File: src/rtl/wb_port_arbiter.sv
// Register-file write-port arbiter.
// Merges never-stalled ALU writebacks with variable-latency load returns into a
// single registered RegWrite/WriteReg/WriteData stream. Load returns that lose
// arbitration wait in a small in-order buffer. A younger ALU write to the same
// register cancels older buffered loads (WAW kill). busy_vec reports which
// registers still have a live buffered write.
module wb_port_arbiter #(
    parameter int DEPTH = 4,
    parameter int AW    = 2,
    parameter int DW    = 32
) (
    input  logic          clk,
    input  logic          rst_n,
    input  logic          alu_valid,
    input  logic [4:0]    alu_reg,
    input  logic [DW-1:0] alu_data,
    input  logic          mem_valid,
    output logic          mem_ready,
    input  logic [4:0]    mem_reg,
    input  logic [DW-1:0] mem_data,
    output logic          RegWrite,
    output logic [4:0]    WriteReg,
    output logic [DW-1:0] WriteData,
    output logic [31:0]   busy_vec
);

    localparam logic [AW:0] CNT_FULL = (AW+1)'(DEPTH);

    // Load-return buffer: payload arrays plus a per-entry live bit.
    logic [4:0]       fifo_reg  [DEPTH];
    logic [DW-1:0]    fifo_data [DEPTH];
    logic [DEPTH-1:0] fifo_valid;
    logic [AW-1:0]    head;
    logic [AW-1:0]    tail;
    logic [AW:0]      count;

    logic          fifo_empty;
    logic          alu_issue;
    logic          mem_acc;
    logic          mem_live;
    logic          pop;
    logic          push;
    logic          issue;
    logic [4:0]    issue_reg;
    logic [DW-1:0] issue_data;

    // Ready depends only on registered occupancy, never on this cycle's inputs.
    assign mem_ready  = (count != CNT_FULL);
    assign fifo_empty = (count == '0);
    assign alu_issue  = alu_valid && (alu_reg != 5'd0);
    assign mem_acc    = mem_valid && mem_ready;
    // An accepted load survives unless it targets r0 or a same-cycle ALU write
    // to the same register supersedes it.
    assign mem_live   = mem_acc && (mem_reg != 5'd0) &&
                        !(alu_issue && (mem_reg == alu_reg));

    // Select at most one write per cycle: ALU, then buffer head, then bypass.
    always_comb begin
        // NOTE: every output of a combinational block gets a default first so
        // no path leaves it unassigned, which would infer a latch.
        pop        = 1'b0;
        push       = 1'b0;
        issue      = 1'b0;
        issue_reg  = alu_reg;
        issue_data = alu_data;
        if (alu_issue) begin
            issue = 1'b1;
            push  = mem_live;
        end else if (!fifo_empty) begin
            // A killed head is still popped, costing one idle output cycle.
            pop        = 1'b1;
            issue      = fifo_valid[head];
            issue_reg  = fifo_reg[head];
            issue_data = fifo_data[head];
            push       = mem_live;
        end else if (mem_live) begin
            issue      = 1'b1;
            issue_reg  = mem_reg;
            issue_data = mem_data;
        end
    end

    // Buffer control: pointers, occupancy and per-entry live bits.
    always_ff @(posedge clk or negedge rst_n) begin
        if (!rst_n) begin
            // NOTE: sequential state uses non-blocking assignments so every
            // register samples the pre-edge values regardless of statement order.
            head       <= '0;
            tail       <= '0;
            count      <= '0;
            fifo_valid <= '0;
        end else begin
            if (alu_issue) begin
                for (int i = 0; i < DEPTH; i++) begin
                    if (fifo_reg[i] == alu_reg) fifo_valid[i] <= 1'b0;
                end
            end
            if (pop) begin
                fifo_valid[head] <= 1'b0;
                head             <= head + 1'b1;
            end
            if (push) begin
                fifo_valid[tail] <= 1'b1;
                tail             <= tail + 1'b1;
            end
            if (push && !pop)      count <= count + 1'b1;
            else if (pop && !push) count <= count - 1'b1;
        end
    end

    // Buffer payload storage, written on push only.
    always_ff @(posedge clk) begin
        // NOTE: payload arrays are not reset; the reset live bits guarantee no
        // stale entry is ever issued or reported busy.
        if (push) begin
            fifo_reg[tail]  <= mem_reg;
            fifo_data[tail] <= mem_data;
        end
    end

    // Registered write port; address and data hold when no write issues.
    always_ff @(posedge clk or negedge rst_n) begin
        if (!rst_n) begin
            RegWrite  <= 1'b0;
            WriteReg  <= '0;
            WriteData <= '0;
        end else begin
            RegWrite <= issue;
            if (issue) begin
                WriteReg  <= issue_reg;
                WriteData <= issue_data;
            end
        end
    end

    // Hazard report: OR of destination registers over live buffered entries.
    always_comb begin
        busy_vec = '0;
        for (int i = 0; i < DEPTH; i++) begin
            if (fifo_valid[i]) busy_vec[fifo_reg[i]] = 1'b1;
        end
    end

endmodule

File: config.mk
export PLATFORM = sky130hd
export DESIGN_NAME = wb_port_arbiter
export DESIGN_NICKNAME = d
export VERILOG_FILES = /design/src/rtl/wb_port_arbiter.sv
export SDC_FILE = /design/constraint.sdc
export NUM_CORES = 1
export LEC_CHECK = 0
export ABC_AREA = 1
export CAP_MARGIN = 20
export CORE_ASPECT_RATIO = 1.4
export CORE_MARGIN = 4
export CORE_UTILIZATION = 55
export CTS_BUF_LIST = sky130_fd_sc_hd__clkbuf_2 sky130_fd_sc_hd__clkbuf_4 sky130_fd_sc_hd__clkbuf_8
export CTS_CLUSTER_SIZE = 12
export DETAILED_ROUTE_END_ITERATION = 10
export PLACE_DENSITY_LB_ADDON = 0.1
export SLEW_MARGIN = 20
export SYNTH_ARGS = -nofsm -noshare
export SYNTH_HDL_FRONTEND = slang
export SYNTH_SLANG_ARGS = --single-unit
export TNS_END_PERCENT = 20
File: constraint.sdc
create_clock -name clk -period 3.27 [get_ports clk]
set_input_delay 0.4905 -clock clk [delete_from_list [all_inputs] [get_ports clk]]
set_output_delay 0.4905 -clock clk [all_outputs]
set_load 0.1 [all_outputs]
# Yosys cells after proc, flatten, opt, wreduce, memory -nomap -nowiden
# Memories as Yosys holds them, arrays and structs flattened.
# Cells that the tools add are included.
[totals]
mem_count = 2
input_bits = 78
ramBits = 148
reg_bits = 49
elab_cells = 99
out_inout_bits = 71
[classes]
bitwise_logic = 6
order_cmp = 12
add_sub_neg = 4
n_eq_ne = 6
n_mux = 42
n_reduce_logical = 20
[mem_list]
columns = ["name", "depth", "word_bits", "rd", "rd_clocked_by_memory_dff", "wr", "line", "rtl"]
rows = [
  ["fifo_data", 4, 32, 1, 0, 1, "31", "logic [DW-1:0] fifo_data [DEPTH];"],
  ["fifo_reg", 4, 5, 5, 0, 1, "30", "logic [4:0] fifo_reg [DEPTH];"],
]
[op_table]
columns = ["cell", "count"]
rows = [
  ["32-bit two-way mux", 7],
  ["32-bit OR", 3],
  ["5-bit == test", 5],
  ["5-bit by 6-bit less-than comparator with 1-bit output, second input constant", 4],
  ["1-bit demux with 5-bit select", 4],
  ["5-bit by 1-bit greater-or-equal comparator with 1-bit output, second input constant", 4],
  ["1-bit two-way mux", 20],
  ["5-bit two-way mux", 3],
  ["1-bit logical AND", 13],
  ["4-bit two-way mux", 3],
  ["5-bit nonzero test", 2],
  ["2-bit by 3-bit less-than comparator with 1-bit output, second input constant", 2],
  ["3-bit two-way mux", 2],
  ["2-bit by 1-bit adder with 2-bit output, second input constant", 2],
  ["4-bit AND", 1],
  ["1-bit demux with 2-bit select", 2],
  ["2-bit by 1-bit greater-or-equal comparator with 1-bit output, second input constant", 2],
  ["4-bit inverter", 1],
  ["4-bit OR", 1],
  ["3-bit by 1-bit adder with 3-bit output, second input constant", 1],
  ["1-bit zero test", 3],
  ["3-bit zero test", 1],
  ["3-bit != test, second input constant", 1],
  ["3-bit by 1-bit subtractor with 3-bit output, second input constant", 1],
  ["2 further kinds", 2],
]

# Logic depth before layout (Yosys ltp)
# Gate-level depths: netlist of run 1.
[depth]
ltp_word = 11
mapped_depth = 15
depth_no_buf = 13

# Least setup slack after synthesis of run 1
# OpenSTA, ideal clock, no wires.
[synth_timing]
path_type = "reg2reg"
startpoint = "register count[0]"
endpoint = "memory fifo_data[0][0] (enable)"
slack_ns = 0.080
t_arrival_ns = 2.798
path_buffers = 1
stages_incl_launch_ff = 10
period_less_slack_ns = 3.190
setup_ns = 0.392
required_ns = 2.878
cell_sequence = "dfrtp_1 > inv_1 > nand3_1 > nand3_1 > inv_1 > nand2_1 > buf_6 > a21oi_4 > nand2_1 > inv_1"
[synth_via]
elab_chain_len = 8
elab_cells_between_ends = 9
classes_between = "eq/ne: 1; mux: 4; reduce/logical: 4"
[synth_rtl]
columns = ["item", "line", "rtl"]
rows = [
  ["start: declaration", "35", "logic [AW:0] count;"],
  ["start signal: assignment", "106", "if (push && !pop) count <= count + 1'b1;"],
  ["start signal: assignment", "107", "else if (pop && !push) count <= count - 1'b1;"],
  ["3-bit != test (*)", "48", "assign mem_ready = (count != CNT_FULL);"],
  ["named net mem_ready", "18", "output logic mem_ready,"],
  ["1-bit logical AND (*)", "51", "assign mem_acc = mem_valid && mem_ready;"],
  ["1-bit logical AND (*) (2 in series)", "54", "assign mem_live = mem_acc && (mem_reg != 5'd0) &&"],
  ["1-bit two-way mux", "69", "end else if (!fifo_empty) begin"],
  ["1-bit two-way mux (*)", "66", "if (alu_issue) begin"],
  ["1-bit two-way mux (*)", "115", "if (push) begin"],
  ["1-bit two-way mux (implied by the code) (*)", "117", "fifo_data[tail] <= mem_data;"],
  ["end: declaration", "31", ""],
]
# The timed path passes the listed nets; every way through them passes the cells marked *.

# Worst setup path after layout of run 1
[layout_timing]
startpoint = "register fifo_valid[2]"
endpoint = "output busy_vec[10]"
[layout_via]
elab_chain_len = 3
[layout_rtl]
columns = ["item", "line", "rtl"]
rows = [
  ["start: declaration", "32", "logic [DEPTH-1:0] fifo_valid;"],
  ["start signal: assignment", "91", "fifo_valid <= '0;"],
  ["start signal: indexed assignment", "95", "if (fifo_reg[i] == alu_reg) fifo_valid[i] <= 1'b0;"],
  ["start signal: indexed assignment", "99", "fifo_valid[head] <= 1'b0;"],
  ["32-bit two-way mux (*)", "140", "if (fifo_valid[i]) busy_vec[fifo_reg[i]] = 1'b1;"],
  ["32-bit OR (no line)", "-", ""],
  ["32-bit two-way mux (*)", "140", ""],
  ["end: declaration", "24", "output logic [31:0] busy_vec"],
]
# Every way passes the cells marked *; elsewhere a longest branch is shown, timed or not.

==> results of run 1 <==
-- worst max-delay path by stage --
stage	slack (ns)	start	cells past startpoint	to
floorplan	0.08	count[0]$_DFFE_PN0P_	9	fifo_data[0][0]$_DFFE_PP_
global placement	0.48	alu_reg[4]	13	WriteData[19]$_DFFE_PN0P_
detailed placement	0.40	mem_reg[3]	10	fifo_data[2][8]$_DFFE_PP_
CTS	0.59	fifo_reg[2][4]$_DFFE_PP_	5	busy_vec[24]
global route	0.44	fifo_reg[2][4]$_DFFE_PP_	5	busy_vec[25]
finish	0.56	fifo_valid[2]$_DFF_PN0_	5	busy_vec[10]
-- layout make-up --
cell class                      count  area [sq um]
Sequential cell                   197          5670
Inverter                          150           566
Tap cell                          244           305
Timing Repair Buffer              178          1660
Multi-Input combinational cell    793          4000
Clock buffer                       18           248
Clock inverter                     14           160
Fill cell                        1608          6140
-- Yosys cell counts, drive strengths merged, types with 6 or more instances --
cell type	n	share of area (%)
xnor2	13	1.1
xor2	14	1.2
o221ai	32	2.6
o21ai	28	1.4
edfxtp	148	42
buf	45	2.7
dfrtp	49	12
inv	150	5.3
nand3	220	10
nor2	17	0.72
nand2	370	13
a21oi	40	2.0
clkbuf	25	0.88
o22a	31	2.6
ha	8	0.94
a211oi	6	0.42
-- per-layer routing --
layer,share of wire (%),track usage [%],wire (um)
met1,38,34.6,11700
met4,3.2,13.3,1000
met2,51,50.7,15700
met5,0,0,0
met3,7.8,4.54,2400
-- power by group through the flow --
stage / Clock (W) / Combinational (W) / Sequential [W]
floorplan: 0 / 0.00332 / 0.00549
global placement: 0 / 0.00675 / 0.00381
detailed placement: 0 / 0.00681 / 0.00382
CTS: 0.00162 / 0.00683 / 0.00377
global route: 0.00173 / 0.00735 / 0.00384
finish: 0.00161 / 0.00682 / 0.00377
-- worst register-to-register path, cell delays in order, from the launching register on --
cell	delay [ns]
sky130_fd_sc_hd__dfrtp_1	0.42
sky130_fd_sc_hd__inv_1	0.09
sky130_fd_sc_hd__nand3_1	0.18
sky130_fd_sc_hd__nand3_1	0.17
sky130_fd_sc_hd__inv_1	0.14
sky130_fd_sc_hd__nand2_1	0.12
sky130_fd_sc_hd__a21oi_4	0.21
sky130_fd_sc_hd__nand2_1	0.11
sky130_fd_sc_hd__inv_1	0.09
sky130_fd_sc_hd__buf_4	0.35
-- per-stage QoR --
stage / setup slack, ns / area (sq um) / hold slack, ns / utilization, %
6_report: 0.559 / 12600 / 0.171 / 67.2
5_1_grt: 0.441 / 12600 / 0.203 / 67.2
4_1_cts: 0.588 / 12600 / 0.189 / 67.2
3_5_place_dp: 0.397 / 12200 / 0.465 / 65.1
3_3_place_gp: 0.479 / 12200 / 0.463 / 65.1
2_1_floorplan: 0.0803 / 10600 / 0.195 / -
-- cell families (layout without fill, tap and decap cells) --
family          count (synthesis)  count (layout)  synth area share [%]
buf+inv                       220             360                  8.96
fa+ha+maj                       9               9                  1.13
flops                         197             197                  53.4
simple gates                  617             617                  25.0
compound gates                140             140                  9.25
xor+xnor                       27              27                  2.23
==> run summary, run 1 <==
The max-slew violation count is 0, and the maximum number of pins on one net before global-route repair is 46. In the routed layout, each cell is associated on average with a via count of 5.73. Data on the critical path arrives at its endpoint at 2.22 ns. In the synthesized netlist, the number of instances is 1210. Global routing consumed, over all layers together, 28.7% of the routing resources. Once layout is complete, the cells apart from fillers number 1594. The number of buffers added to fix hold violations after cts was 0; the register bit total from synthesis was 197. The register with the most flip-flops in the layout has 128 of them. The H-tree generated during clock tree synthesis spans 4 levels. The synthesized area was 10600 sq um; the peak supply drop was 631 uV. The count of buffers added on input and output ports is 148. Global routing finished with a remaining overflow of 0.

The count of final hold-check violations is 0. The area added between synthesis and finish was 18.8%. Sequential cells account for 30.9% of the total power.

Clock tree synthesis selected as its root buffer the cell sky130_fd_sc_hd__clkbuf_8. The largest stage delay on the critical path is 0.50 ns, and the setup TNS is 0 ns. The logs give 1562 for the cell total after placement and 59 for the floorplan row count.

The run gives 0.369 GHz as the achievable clock frequency. The kind of cell adding the most delay to the critical path is buffers and inverters. The die is 125 um wide. Setup violations remaining at the end of the flow were counted as 0. The switching share of power was 52.4%. The run finished with clean final reports. The deepest clock path buffer count was 2; the final-stage net count was 1424. The average instance in the mapped netlist occupies 8.77 sq um. Dividing the detail-routed wire length by the instance count gives 19.3 um. The tools report the estimated wirelength of the detail-placed design as 20800 um. TritonCTS built the clock tree. The slowest stage of the critical path is the sky130_fd_sc_hd__dfrtp_1 cell. The clock transition at the registers of the reported paths is 0.11 ns.

The critical path's most frequent cell was sky130_fd_sc_hd__inv_1. The run gives 2.78 ns as the required time of the critical path. The run gives 0 as the post-route antenna net violation count.

The number of buffer and inverter instances along the worst setup path came out at 3. The tools report the global-route wire length before repair as 48400 um. The overall die height works out to 172 um. The signal on the critical path passes through inv_1 > nor3_1 > inv_1 > o221ai_1 > buf_4.

TritonCTS created 17 clock buffers. DRC violation count after routing: 0. By startpoint and endpoint, the worst setup path is classified as reg2out. After the first detailed-routing iteration, the DRC count stood at 698. In this run the power density over the cells is 968 nW/um^2.

The slew at the pin with the worst max-slew slack is 1.02 ns. The fraction of the cycle the final worst path needs works out to 82.9%. Across the run, the number of max-cap violations was 0.

The routed design could run at a clock period as short as 2.71 ns. 0 antenna diodes ended up in the layout. In this run, synthesis inferred 148 flip-flops with an integrated enable.

In the synthesized netlist the dominant register cell turns out to be sky130_fd_sc_hd__edfxtp_1. The die covers 21600 sq um. The Yosys step of the flow raised 0 warnings.

The tools report the startpoint of the worst register-to-register path as count[0]$_DFFE_PN0P_. STA classifies the critical path startpoint as a flip-flop. For this design the top-level I/O count stands at 149. In this run the critical register-to-register path is captured at fifo_data[2][10]$_DFFE_PP_. The starting density of the core was 56.6%. For the number of global-route vias before repair, the log shows 8967. Setup repair after global routing left no endpoint under its margin. The total via count after detailed routing is 9138.

The worst clock skew was 0.0324 ns; the share of post-route cells with drive strength above 1 was 9.19%. The number of different library cells used by synthesis comes to 39. For the worst-skew pair, the clock arrives at the later sink with an insertion delay of 0.48 ns. The combinational fraction of design power was 55.9%; the headroom to the max-slew limit was 32.0%. The worst setup path is captured at an output port. Buffers added to address setup during post-CTS repair amount to 0.

The most common library cell in the layout ignoring fill and taps is sky130_fd_sc_hd__nand2_1. The total area inside the core boundary comes to 18800 sq um. Across all register-to-register paths, the minimum setup slack is 1.06 ns.

The pre-antenna-repair detailed-routing pass consisted of 5 iterations. Sequential cells were found to cover 53.4% of the synthesized design area. The internal portion of total power is 0.00581 W, and the critical-path maximum fanout is 7. Wires add up to 30800 um.

For this design the static power due to leakage is 5.51 nW. For this run, asynchronously set or reset flops after synthesis account for 24.9%. The clock network accounts for 13.2% of the total power. The switching power of the nets was 0.00639 W; the number of instances resized during post-cts repair was 0.

In the layout the commonest cells are sky130_fd_sc_hd__nand2_1, sky130_fd_sc_hd__nand3_1, sky130_fd_sc_hd__edfxtp_1, sky130_fd_sc_hd__inv_1, sky130_fd_sc_hd__clkdlybuf4s50_1. The path class of the tightest hold or removal check is in2async. The congestion estimate from routability-driven global placement came to 0.959. Counting cells, the worst reg-to-reg path comes to 9. The tools report the number of nets produced by synthesis as 1297. The clock sink total is 197, and the total power of the final layout is 0.0122 W. Initial antenna violation count: 0.
No activity file was read; power rests on OpenSTA's default activity.
==> run 2, diff against run 1 <==
==> constraint.sdc (replaced) <==
create_clock -name clk -period 2.5 [get_ports clk]
set_input_delay 0.375 -clock clk [delete_from_list [all_inputs] [get_ports clk]]
set_output_delay 0.375 -clock clk [all_outputs]
set_load 0.1 [all_outputs]
==> run summary, run 2 (same netlist as run 1, synthesis figures left out) <==
I/O pin count: 149 (unchanged). The run finished, with violations left. The clock sink total was 197 (unchanged).

The tools report the number of buffers added to fix hold violations after cts as 0 (unchanged). The run gives 1038 (+49%) as the DRC marker count from the first detailed-route iteration. Via-per-instance ratio: 5.77 (+0.65%). The tools report the final setup slack of the worst path as -0.0366 ns (-0.596 ns). The critical-path maximum fanout is 8 (+1).

Class of the most critical hold timing path: in2async. The flip-flop count of the largest register, all copies and words added works out to 128 (unchanged). The critical path in this run is classified as reg2out. Cell chosen for the clock root: sky130_fd_sc_hd__clkbuf_8. The tools report the routed wire length as 31400 um (+1.8%). On the critical path the largest part of the delay comes from compound AO/OA/AOI/OAI gates. In this run the critical register-to-register path is launched from count[0]$_DFFE_PN0P_. Setup repair after global routing could not meet its margin everywhere. Walking the worst path, the cells encountered are inv_1 > nand3_1 > o22a_1 > o221ai_1 > buf_12. Number of cells on the critical path: 5 (unchanged).

Clock transition at the registers of the reported paths: 0.11 ns (about the same). The required time of the critical path came out at 2.12 ns (-0.66 ns). The logs give 0.947 (-1.3%) for the final weighted congestion in routability-driven placement and 17 (unchanged) for the number of buffers inserted during clock tree synthesis. Timing would allow up to 0.394 GHz. Routed length per placed instance: 19.3 um (-0.22%).

The die width is 125 um (unchanged), and the clock latency of the later-clocked register in the worst-skew pair is 0.47 ns (about the same). In the layout the commonest cells are sky130_fd_sc_hd__nand2_1, sky130_fd_sc_hd__nand3_1, sky130_fd_sc_hd__edfxtp_1, sky130_fd_sc_hd__inv_1, sky130_fd_sc_hd__buf_4. The tools report the kind of capture point of the worst setup path as an output port. The number of input and output port buffers inserted was 148 (unchanged).

The data arrival time at the worst-slack endpoint was 2.16 ns (-0.06 ns); the fraction of the cycle the final worst path needs was 101%. The count of final hold-check violations was 0 (unchanged); the H-tree depth was 4 (unchanged). The run gives 0 (unchanged) as the DRC violation count after routing. Final-stage net count: 1455 (+2.2%).

The logs give 1432 (-11%) for the number of fill cells and 88 (+91%) for the maximum number of pins on one net before global-route repair. The final-report setup violation count is 9 (+9), and the initial antenna violation count is 1 (+1). The tools report the number of setup buffers added after CTS as 0 (unchanged). The remaining global-route overflow came out at 0 (unchanged). The share of post-route cells with drive strength above 1 is 14.6% (+5.4 points). The beginning of the critical path was fifo_reg[0][1]$_DFFE_PP_.

The total of max-cap violations came out at 0 (unchanged). The worst clock skew is 0.0176 ns (-0.0148 ns), and the post-route antenna net violation count is 0 (unchanged). The slew at the pin with the worst max-slew slack was 0.866 ns (-0.151 ns). Max-slew violation count: 0 (unchanged). The deepest clock path buffer count is 2 (unchanged), and the area added between synthesis and finish is 26.0%. The share of the core filled with cells was 71.3% (+4.1 points); the global-route wire length before repair was 49100 um (+1.6%). For the die area, the log shows 21600 sq um (unchanged). Leaving out fill and tap cells, the most frequent cell in the layout is sky130_fd_sc_hd__nand2_1. Total iterations of the first detailed-routing run: 6 (+1). The run gives 9382 (+2.7%) as the total via count after detailed routing.

The kind of start point of the critical path is a flip-flop. The number of buffer and inverter instances along the worst setup path was 2 (-1); the core region area was 18800 sq um (unchanged). The headroom to the max-slew limit was 42.2% (+10 points). Overall die height: 172 um (unchanged). Starting density of the core: 56.6% (unchanged). The floorplan row count was 59 (unchanged); the peak supply drop was 914 uV (+45%). Power density over cell area: 1220 nW/um^2 (+26%). The estimated wirelength of the detail-placed design came out at 22400 um (+7.9%). After layout, the minimum clock period comes to 2.54 ns. The library cell contributing the largest single delay on the critical path was sky130_fd_sc_hd__edfxtp_1. TritonCTS built the clock tree. The total power of the final layout was 0.0163 W (+34%). The logs give 9076 (+1.2%) for the number of global-route vias before repair and 0.000875 ns (-0.170 ns) for the smallest hold slack. The largest stage delay on the critical path is 0.48 ns (-0.02 ns), and the total routing resource utilization after global routing is 29.0% (+0.38 points). The checks that failed: negative setup slack. The total leakage power is 5.78 nW (+5.0%). Worst reg2reg path depth: 7 (-2).
-- run 2: cell types whose count changed in the layout (fill, tap and decap cells not counted), moves of 6 or more --
| cell | change |
|---|---|
| sky130_fd_sc_hd__buf_12 | +41 |
| sky130_fd_sc_hd__clkdlybuf4s50_1 | -29 |
| sky130_fd_sc_hd__o221ai_1 | -6 |
| sky130_fd_sc_hd__buf_4 | +19 |
| sky130_fd_sc_hd__nand3_1 | -6 |
| sky130_fd_sc_hd__o221ai_2 | +6 |
-- run 2: repair_timing --
action | in CTS | in global routing
resized for setup | 3 | 10
endpoints found under the setup margin | 9 | 27
pin swaps | 0 | 0
endpoints found under the hold margin | 0 | 0
-- run 2: metal layers --
layer / vias to the layer above / GRT usage [%] / share of wire [%]
li1: 4399 / - / -
met3: 90 / 5.35 / 8.4
met5: - / 0 / 0
met1: 4363 / 36.3 / 38
met2: 530 / 49.6 / 50
met4: 0 / 13.0 / 3.7
-- run 2: worst paths after layout --
| path | slack [ns] | end |
|---|---|---|
| hold / removal | 0.0009 | WriteData[29]$_DFFE_PN0P_ |
| setup reg to reg | 0.38 | fifo_reg[3][2]$_DFFE_PP_ |
| setup / recovery | -0.04 | busy_vec[17] |
| max in group asynchronous | 1.79 | WriteData[12]$_DFFE_PN0P_ |
| min in group clk | 0.49 | WriteReg[3]$_DFFE_PN0P_ |
| hold reg to reg | 0.49 | WriteReg[3]$_DFFE_PN0P_ |
-- run 2: through the flow --
| step | TNS (ns) | setup slack (ns) | cells | area, sq um |
|---|---|---|---|---|
| 2_1_floorplan | -6.40 | -0.231 | 1210 | 10600 |
| 3_3_place_gp | 0 | 0.0193 | 1593 | 12900 |
| 3_5_place_dp | -0.280 | -0.0218 | 1593 | 12900 |
| 4_1_cts | -0.0398 | -0.0201 | 1625 | 13300 |
| 5_1_grt | -0.842 | -0.0883 | 1626 | 13400 |
| 6_report | -0.208 | -0.0366 | 1626 | 13400 |
-- run 2: cell type report --
cell class	count	area [sq um]	share of cell area, %
Antenna cell	1	2.50	0.0187
Clock inverter	14	158	1.18
Inverter	150	581	4.34
Clock buffer	18	241	1.81
Timing Repair Buffer	209	2330	17.4
Sequential cell	197	5670	42.4
Multi-Input combinational cell	793	4080	30.5
Tap cell	244	305	2.28
-- run 2: power by group --
part	leakage, nW	switching, W	total, W	internal, W
registers	1.93	0.000489	0.00494	0.00446
logic	3.65	0.00676	0.00940	0.00263
clock network	0.203	0.00123	0.00200	0.000769
total	5.78	0.00848	0.0163	0.00786
==> run 3, diff against run 2 <==
==> constraint.sdc (replaced) <==
create_clock -name clk -period 2.8 [get_ports clk]
set_input_delay 0.42 -clock clk [delete_from_list [all_inputs] [get_ports clk]]
set_output_delay 0.42 -clock clk [all_outputs]
set_load 0.1 [all_outputs]
==> run summary, run 3 (same netlist as run 1, synthesis figures left out) <==
The flow ran to the end, and the final reports show no timing, DRC or antenna violations. For the headroom to the max-slew limit, the log shows 53.0% (+11 points). The sequential cell area is 5670 sq um (unchanged). The cell chosen for the clock root was sky130_fd_sc_hd__clkbuf_8.

For the floorplan row count, the log shows 59 (unchanged). The number of global-route vias before repair is 8884 (-2.1%). Share of the core filled with cells: 67.9% (-3.4 points). The required time of the critical path is 2.38 ns (+0.26 ns).

The routed wire length was 31200 um (-0.46%). The clock transition at the registers of the reported paths was 0.11 ns (about the same); the remaining global-route overflow was 0 (unchanged). The starting density of the core is 56.6% (unchanged). The overall die height came out at 172 um (unchanged). The DRC marker count from the first detailed-route iteration was 865 (-17%). The logs give 197 (unchanged) for the clock sink total and 0 (unchanged) for the post-route antenna net violation count.

For the number of fill cells, the log shows 1564 (+9.2%). TritonCTS built the clock tree. The total of max-cap violations is 0 (unchanged). Library cell contributing the largest single delay on the critical path: sky130_fd_sc_hd__edfxtp_1. The tools report the number of buffers inserted during clock tree synthesis as 17 (unchanged). The area added between synthesis and finish was 20.0%.

The library cell used most frequently in the layout, excluding fill and tap cells, is sky130_fd_sc_hd__nand2_1. The final weighted congestion in routability-driven placement is 0.958 (+1.2%), and the estimated wirelength of the detail-placed design is 21100 um (-6.0%). Share of post-route cells with drive strength above 1: 12.1% (-2.5 points). The number of setup buffers added after CTS was 0 (unchanged); the fraction of the cycle the final worst path needs was 94.3%. Die width: 125 um (unchanged). The slew at the pin with the worst max-slew slack was 0.705 ns (-0.162 ns).

The total leakage power was 5.58 nW (-3.5%). The achievable clock frequency was 0.379 GHz. The total routing resource utilization after global routing is 29.0% (-0.079 points). The routed length per placed instance was 19.5 um (+1.1%). The core region area came out at 18800 sq um (unchanged).

The deepest clock path buffer count came out at 2 (unchanged). In the layout the commonest cells are sky130_fd_sc_hd__nand2_1, sky130_fd_sc_hd__nand3_1, sky130_fd_sc_hd__edfxtp_1, sky130_fd_sc_hd__inv_1, sky130_fd_sc_hd__buf_4. The count of antenna diodes in the layout is 0 (-1). The DRC violation count after routing was 0 (unchanged); the final-stage net count was 1431 (-1.6%). The minimum period implied by the final worst setup slack works out to 2.64 ns.

Critical path's most frequent cell: sky130_fd_sc_hd__inv_1. The kind of start point of the critical path was a flip-flop. The maximum number of pins on one net before global-route repair is 88 (unchanged), and the via-per-instance ratio is 5.75 (-0.37%). The number of buffer and inverter instances along the worst setup path was 3 (+1); the I/O pin count was 149 (unchanged). The run gives 0.0145 ns (-0.00307 ns) as the worst clock skew. The critical path is of the reg2out type.

The tools report the worst-case setup slack after placement as 0.132 ns (+0.154 ns). The logs give 2.22 ns (+0.06 ns) for the data arrival time at the worst-slack endpoint and 0 (-9) for the final-report setup violation count. The clock latency of the later-clocked register in the worst-skew pair is 0.48 ns (about the same), and the final setup slack of the worst path is 0.160 ns (+0.196 ns). The critical-path maximum fanout came out at 6 (-2). For the global-route wire length before repair, the log shows 48900 um (-0.52%).

Grouping stages by cell kind, the critical path spends the most delay in buffers and inverters. For the total power of the final layout, the log shows 0.0145 W (-11%). The setup TNS was 0 ns (+0.208 ns); the number of input and output port buffers inserted was 148 (unchanged).

The run gives 668 uV (-27%) as the peak supply drop. Class of the most critical hold timing path: reg2reg. The max-slew violation count was 0 (unchanged). The signal on the critical path passes through inv_1 > nor3_1 > inv_1 > o221ai_1 > buf_4. The power density over cell area came out at 1140 nW/um^2 (-7.0%). The smallest hold slack is 0.494 ns (+0.493 ns). The total via count after detailed routing was 9204 (-1.9%). The flip-flop count of the largest register, all copies and words added was 128 (unchanged); the H-tree depth was 4 (unchanged). Setup repair after global routing left no endpoint under its margin.

The initial antenna violation count is 1 (unchanged), and the die area is 21600 sq um (unchanged). The run gives 8 (+2) as the total iterations of the first detailed-routing run. The worst setup path is captured at an output port. The largest stage delay on the critical path was 0.51 ns (+0.03 ns). Count of final hold-check violations: 0 (unchanged). The area of the multi-input gates is 4000 sq um (-1.8%).
[run 3: cell types whose count changed in the layout (fill, tap and decap cells not counted), moves of 2 or more]
cell,previous run,this run
sky130_fd_sc_hd__buf_12,46,11
sky130_fd_sc_hd__buf_4,86,96
sky130_fd_sc_hd__bufinv_16,0,3
sky130_fd_sc_hd__clkinv_4,4,2
sky130_fd_sc_hd__nand3_1,211,216
sky130_fd_sc_hd__nand3_2,8,4
sky130_fd_sc_hd__o221ai_1,26,32
sky130_fd_sc_hd__o221ai_2,6,0
[run 3: through the flow]
stage          std cells  cell area, sq um
2_1_floorplan       1210             10600
3_3_place_gp        1568             12300
3_5_place_dp        1568             12300
4_1_cts             1601             12700
5_1_grt             1601             12700
6_report            1601             12700
[run 3: layout make-up]
cell class,count,area share (%)
Sequential cell,197,44.5
Clock buffer,18,1.90
Timing Repair Buffer,185,13.5
Multi-Input combinational cell,793,31.4
Clock inverter,14,1.68
Tap cell,244,2.40
Inverter,150,4.56
[run 3: timing repair]
| action | in CTS | in global routing |
|---|---|---|
| gates resized for setup | 0 | 0 |
| hold buffers | 1 | 0 |
| hold endpoints to repair | 25 | 0 |
[run 3: where the power goes]
part	internal [W]	total, W	switching [W]
clock network	0.000946	0.00204	0.00109
logic	0.00204	0.00800	0.00596
registers	0.00398	0.00443	0.000448
[run 3: worst reg2reg max path: cells and delay by family, from the launching register on]
family                 cells  cell delay, ns
flip-flops                 1            0.42
AND/OR/NAND/NOR            4            0.57
buffers and inverters      4            0.54
AO/OA/AOI/OAI              1            0.23
[run 3: path summary, 6_finish.rpt]
kind,startpoint,end,slack (ns),depth (start not counted)
min,WriteReg[3]$_DFFE_PN0P_,WriteReg[3]$_DFFE_PN0P_,0.49,2
min in group asynchronous,rst_n,WriteData[30]$_DFFE_PN0P_,0.53,2
min reg2reg,WriteReg[3]$_DFFE_PN0P_,WriteReg[3]$_DFFE_PN0P_,0.49,2
max reg2reg,count[0]$_DFFE_PN0P_,fifo_data[0][26]$_DFFE_PP_,0.74,9
max in group asynchronous,rst_n,head[0]$_DFFE_PN0N_,1.66,3
max,fifo_reg[2][3]$_DFFE_PP_,busy_vec[25],0.16,5
[run 3: per-layer routing]
layer	routed length [um]	track usage, %	up-vias
met3	2120	4.11	79
met4	977	12.0	2
met5	13	0	-
met2	16300	52.3	444
li1	-	-	4341
met1	11800	35.0	4338
